**src/rtl/fir_ctrl_pkg.sv**
```systemverilog
// Shared types and widths for the FIR coefficient load controller.
package fir_ctrl_pkg;

  localparam int COEF_ADDR_W = 9;
  localparam int COEF_W      = 16;
  localparam int SEL_W       = 6;

  typedef enum logic [2:0] {
    ST_IDLE,
    ST_CLEAR,
    ST_WAIT_DATA,
    ST_WRITE,
    ST_PACE,
    ST_NEXT_FILTER,
    ST_FINISH
  } state_t;

  typedef struct packed {
    logic [COEF_W/2-1:0] msb;
    logic [COEF_W/2-1:0] lsb;
  } coef_word_t;

endpackage

```
**src/rtl/fir_coef_pacer.sv**
```systemverilog
// Write-spacing down-counter: start loads the PACE length, expire flags its final clock.
// Latency: expire rises WR_SPACING-2 clocks after start (minimum 1).
// Backpressure: none; start always reloads, counter idles at zero.
module fir_coef_pacer #(
  parameter int WR_SPACING = 5
) (
  input  logic clk,
  input  logic reset_n,
  input  logic start,
  output logic expire
);

  // Counting starts on the write strobe; the mandatory WAIT_DATA clock completes the spacing.
  localparam int PACE_CLKS = (WR_SPACING > 3) ? WR_SPACING - 2 : 1;
  localparam int CNT_W     = $clog2(PACE_CLKS + 1);

  logic [CNT_W-1:0] cnt;

  always_ff @(posedge clk or negedge reset_n) begin
    if (!reset_n) begin
      cnt <= '0;
    end else if (start) begin
      cnt <= CNT_W'(PACE_CLKS);
    end else if (cnt != '0) begin
      cnt <= cnt - 1'b1;
    end
  end

  assign expire = (cnt == CNT_W'(1));

endmodule

```
**src/rtl/fir_coef_sequencer.sv**
```systemverilog
// Loads host coefficient words into TAPS_PER_FILTER RAMs with paced write strobes.
// Latency: one word per WR_SPACING clocks minimum; done pulses two clocks after the last PACE.
// Backpressure: host_ready only in WAIT_DATA; optional checksum via FIR_COEF_CHECKSUM_EN.
module fir_coef_sequencer
  import fir_ctrl_pkg::*;
#(
  parameter int TAPS_PER_FILTER = 4,
  parameter int WR_SPACING      = 5
) (
  input  logic                   clk,
  input  logic                   reset_n,
  input  logic                   load_start,
  input  logic                   load_abort,
  input  logic [COEF_ADDR_W-1:0] coefs_per_tap,
  input  logic                   audio_en_in,
  input  logic                   host_valid,
  output logic                   host_ready,
  input  logic [COEF_W-1:0]      host_data,
  output logic                   audio_en,
  output logic                   coef_addr_rst,
  output logic                   coefficient_wr_en,
  output logic [SEL_W-1:0]       coef_select,
  output logic [7:0]             coef_wr_msb_data,
  output logic [7:0]             coef_wr_lsb_data,
  output logic                   busy,
  output logic                   done,
  output logic                   error,
  output logic [COEF_W-1:0]      checksum
);

  localparam logic [SEL_W-1:0] LAST_SEL = SEL_W'(TAPS_PER_FILTER - 1);

  state_t                 state, state_nxt;
  logic [SEL_W-1:0]       sel_nxt;
  logic [COEF_ADDR_W-1:0] word_cnt, word_cnt_nxt;
  logic [COEF_ADDR_W-1:0] cpt, cpt_nxt;
  logic                   error_q, error_nxt;
  logic                   latch_word;
  logic                   pace_start, pace_expire;
  coef_word_t             word_q;

  fir_coef_pacer #(
    .WR_SPACING(WR_SPACING)
  ) u_pacer (
    .clk    (clk),
    .reset_n(reset_n),
    .start  (pace_start),
    .expire (pace_expire)
  );

  always_ff @(posedge clk or negedge reset_n) begin
    if (!reset_n) begin
      state       <= ST_IDLE;
      coef_select <= '0;
      word_cnt    <= '0;
      cpt         <= '0;
      error_q     <= 1'b0;
      word_q      <= '0;
    end else begin
      state       <= state_nxt;
      coef_select <= sel_nxt;
      word_cnt    <= word_cnt_nxt;
      cpt         <= cpt_nxt;
      error_q     <= error_nxt;
      if (latch_word) begin
        word_q <= coef_word_t'(host_data);
      end
    end
  end

  always_comb begin
    state_nxt    = state;
    sel_nxt      = coef_select;
    word_cnt_nxt = word_cnt;
    cpt_nxt      = cpt;
    error_nxt    = 1'b0;
    latch_word   = 1'b0;
    pace_start   = (state == ST_WRITE);

    // Abort outranks everything once a load is running; a strobe already on the wire completes.
    if (state != ST_IDLE && load_abort) begin
      state_nxt = ST_IDLE;
      error_nxt = 1'b1;
    end else begin
      unique case (state)
        ST_IDLE: begin
          if (load_start) begin
            if (coefs_per_tap != '0) begin
              state_nxt    = ST_CLEAR;
              sel_nxt      = '0;
              word_cnt_nxt = '0;
              cpt_nxt      = coefs_per_tap;
            end else begin
              error_nxt = 1'b1;
            end
          end
        end
        ST_CLEAR:     state_nxt = ST_WAIT_DATA;
        ST_WAIT_DATA: begin
          if (host_valid) begin
            latch_word = 1'b1;
            state_nxt  = ST_WRITE;
          end
        end
        ST_WRITE:     state_nxt = ST_PACE;
        ST_PACE: begin
          if (pace_expire) begin
            word_cnt_nxt = word_cnt + 1'b1;
            state_nxt    = (word_cnt_nxt == cpt) ? ST_NEXT_FILTER : ST_WAIT_DATA;
          end
        end
        ST_NEXT_FILTER: begin
          if (coef_select == LAST_SEL) begin
            state_nxt = ST_FINISH;
          end else begin
            sel_nxt      = coef_select + 1'b1;
            word_cnt_nxt = '0;
            state_nxt    = ST_CLEAR;
          end
        end
        ST_FINISH:    state_nxt = ST_IDLE;
        default:      state_nxt = ST_IDLE;
      endcase
    end
  end

  assign busy              = (state != ST_IDLE);
  assign host_ready        = (state == ST_WAIT_DATA);
  assign coef_addr_rst     = (state == ST_CLEAR);
  assign coefficient_wr_en = (state == ST_WRITE);
  assign done              = (state == ST_FINISH);
  assign error             = error_q;
  assign coef_wr_msb_data  = word_q.msb;
  assign coef_wr_lsb_data  = word_q.lsb;
  // reset_n in the gate keeps the FIR datapath disabled while reset is held.
  assign audio_en          = audio_en_in & ~busy & reset_n;

`ifdef FIR_COEF_CHECKSUM_EN
  logic [COEF_W-1:0] sum_q;

  always_ff @(posedge clk or negedge reset_n) begin
    if (!reset_n) begin
      sum_q <= '0;
    end else if (state == ST_IDLE && load_start) begin
      sum_q <= '0;
    end else if (state == ST_WRITE) begin
      sum_q <= sum_q + {word_q.msb, word_q.lsb};
    end
  end

  assign checksum = sum_q;
`else
  assign checksum = '0;
`endif

endmodule

```
**config.mk**
```make
export PLATFORM = sky130hd
export DESIGN_NAME = fir_coef_sequencer
export DESIGN_NICKNAME = d
export VERILOG_FILES = /design/src/rtl/fir_ctrl_pkg.sv /design/src/rtl/fir_coef_pacer.sv /design/src/rtl/fir_coef_sequencer.sv
export SDC_FILE = /design/constraint.sdc
export NUM_CORES = 1
export LEC_CHECK = 0
export BUFFER_PORTS_ARGS = -buffer_cell sky130_fd_sc_hd__buf_2
export CELL_PAD_IN_SITES_DETAIL_PLACEMENT = 0
export CELL_PAD_IN_SITES_GLOBAL_PLACEMENT = 2
export CORE_MARGIN = 3
export CORE_UTILIZATION = 32
export CTS_BUF_LIST = sky130_fd_sc_hd__clkbuf_4 sky130_fd_sc_hd__clkbuf_8
export CTS_CLUSTER_SIZE = 10
export DETAILED_ROUTE_END_ITERATION = 6
export PLACE_DENSITY = 0.82
export SYNTH_ARGS = -nofsm -noshare
export SYNTH_HDL_FRONTEND = slang
export SYNTH_SLANG_ARGS = --single-unit
```
**constraint.sdc**
```tcl
create_clock -name clk -period 2.9 [get_ports clk]
set_clock_uncertainty 0.2 [all_clocks]
set_input_delay 0.58 -clock clk [delete_from_list [all_inputs] [get_ports clk]]
set_output_delay 0.58 -clock clk [all_outputs]
set_load 0.01 [all_outputs]
```
==> flow_metrics.env <==
export IMPL_ys_seq_area_share_pct=45.9
export IMPL_routed_via_density=4.77
export IMPL_diodes=0
export IMPL_die_area_um2=8940
export IMPL_critPathMaxStageDelay_ps=460
export IMPL_clkSinkCount=46
export IMPL_hold_buffers=0
export IMPL_drtIter0Drc=104
export IMPL_synth_edff_count=0
export IMPL_cts_resized=0
export IMPL_first_pass_iters=4
export IMPL_finalSetupViolations=0
export IMPL_cp_max_fo=7
export IMPL_core_area_um2=7450
export IMPL_status="complete, no violations"
export IMPL_drc=0
export IMPL_r2r_start="word_cnt[0]"
export IMPL_slew_headroom_pct=48.6
export IMPL_cts_made_buffers=5
export IMPL_synthArstFlopShare_pct=100
export IMPL_crit_buf_inv=0
export IMPL_die_y_um=94.5
export IMPL_synth_seq_cells=46
export IMPL_rows=31
export IMPL_fillers=780
export IMPL_fin_crit_sh_pct=87.8
export IMPL_yosys_cell_types_count=45
export IMPL_avgRoutedWirePerCell_um=13.8
export IMPL_grt_overflow_total=0
export IMPL_cts_root_buffer="clkbuf_8"
export IMPL_cts_setup_buffers=0
export IMPL_ctsLongestPathBuffers=2
export IMPL_cts_tree="yes"
export IMPL_cp_start_kind="flop"
export IMPL_path_delay_family="compound AO/OA/AOI/OAI gates"
export IMPL_power_density_nw_per_um2=802
export IMPL_synth_top_flop_cell="dfrtp_1"
export IMPL_grt_pass1_wl_mm=8.73
export IMPL_tns_ps=0
export IMPL_netlist_instances=240
export IMPL_first_global_vias=1717
export IMPL_peakVddDrop_mv=0.262
export IMPL_crit_cells=7
export IMPL_routed_wl_mm=5.50
export IMPL_layout_common_cells="buf_2, dfrtp_1, mux2_2"
export IMPL_final_min_clock_period_ps=2550
export IMPL_worst_slew_pin_slew_ps=769
export IMPL_total_power_mw=2.36
export IMPL_crit_path_end_kind="flop"
export IMPL_drive_above_1_share_pct=35.0
export IMPL_worst_r2r_path_depth=7
export IMPL_antenna_found_initial=0
export IMPL_fmax_mhz=393
export IMPL_p_leak_nw=1.42
export IMPL_criticalPathCategory="reg2reg"
export IMPL_clk_pin_slew_ps=90
export IMPL_start_util_pct=33.7
export IMPL_clk_latency_ps=300
export IMPL_gp_congestion=0.777
export IMPL_dp_hpwl_mm=4.05
export IMPL_nNetsFinal=334
export IMPL_cts_htree_levels=2
export IMPL_crit_path_cell_trace="ha_1 > nand4_2 > or3_1 > a2111o_1 > a211oi_2 > nand3_1 > a21oi_1"
export IMPL_hold_class="in2async"
export IMPL_avgSynthCellArea_um2=10.5
export IMPL_worstPathArrival_ps=2570
export IMPL_hold_viol=0
export IMPL_num_vias=1905
export IMPL_fin_util_pct=39.4
export IMPL_grtUsageTotal_pct=12.4
export IMPL_area_growth_synth_to_final_pct=17.1
export IMPL_grt_max_degree=47
export IMPL_synth_warnings=0
export IMPL_io_buffers=59
export IMPL_netlist_area_um2=2510
export IMPL_crit_required_ps=2930
export IMPL_finalMaxSlewViolations=0
export IMPL_critical_path_slowest_cell="dfrtp_1"
export IMPL_mostFrequentLayoutCell="buf_2"
export IMPL_chipWidth_um=94.5
export IMPL_postRouteAntennaNets=0
export IMPL_io_pins=76
export IMPL_r2r_end="state[0]"
export IMPL_reg2reg_slack_ps=350
export IMPL_drv_cap=0
export IMPL_rsz0062_at_grt="no"
area by class of cell:
cell class	instances	area, µm²	share of cell area (%)
Clock buffer	6	82.6	2.81
Inverter	9	33.8	1.15
Multi-Input combinational cell	173	1200	40.8
Clock inverter	2	16.3	0.554
Sequential cell	46	1150	39.2
Timing Repair Buffer	64	333	11.3
Tap cell	99	124	4.22
cell families (layout without fill, tap and decap cells):
family          after synthesis  count (layout)  share of synthesized area, %
fa+ha+maj                     4               4                          2.00
buf+inv                      36              81                          8.63
other cells                   1              16                         0.149
compound gates               40              40                          10.6
xor+xnor                     16              16                          6.28
flops                        46              46                          45.9
simple gates                 70              70                          14.3
mux                          27              27                          12.1
registers in the layout (all words and copies together), names as in the netlist:
register,flops
coef_select,6
u_pacer.cnt,2
word_cnt,9
error,1
coef_wr_lsb_data,8
cpt,9
coef_wr_msb_data,8
state,3
worst max path at each step:
stage	startpoint	end	slack, ps
finish	word_cnt[0]	state[0]	350
global route	word_cnt[0]	state[0]	180
CTS	word_cnt[0]	state[0]	360
detailed placement	word_cnt[0]	state[0]	390
global placement	word_cnt[0]	state[0]	450
floorplan	word_cnt[0]	state[0]	600
cells in the mapped netlist (2+ instances only):
master	count	area [µm²]
a21oi_1	7	35.0
o21ai_0	14	70.1
inv_1	9	33.8
nand4_1	5	31.3
nand3_1	9	45.0
buf_4	18	135
and3_1	3	18.8
ha_1	4	50.1
nor4_1	3	18.8
nor4b_1	2	17.5
a22o_1	2	17.5
mux2_2	27	304
dfrtp_1	46	1150
clkbuf_2	2	10.0
nand2_1	14	52.6
o41ai_1	3	26.3
xnor2_1	9	78.8
or3_1	4	25.0
clkbuf_1	5	18.8
o211ai_1	2	15.0
nor2_1	21	78.8
xor2_1	6	52.6
a31oi_1	3	18.8
per-layer routing:
layer | vias up | wire [µm] | track usage [%]
met5 | - | 0 | 0
met4 | 0 | 85 | 3.97
met3 | 6 | 273 | 2.39
met2 | 50 | 2540 | 19.3
met1 | 915 | 2600 | 17.3
li1 | 934 | - | -
metrics by stage:
stage          cells  area [µm²]  hold WS, ps  setup WS [ps]
4_1_cts          399        2940          231            356
5_1_grt          399        2940          262            176
2_1_floorplan    255        2560         84.4            596
3_5_place_dp     391        2840          288            390
6_report         399        2940          192            354
3_3_place_gp     391        2840          282            454
power breakdown:
part	switching [mW]	internal, mW	total, mW
sequential	0.156	0.851	1.01
clock	0.234	0.197	0.430
combinational	0.455	0.464	0.918
total	0.844	1.51	2.36
Power figures use the tool's default switching activity.
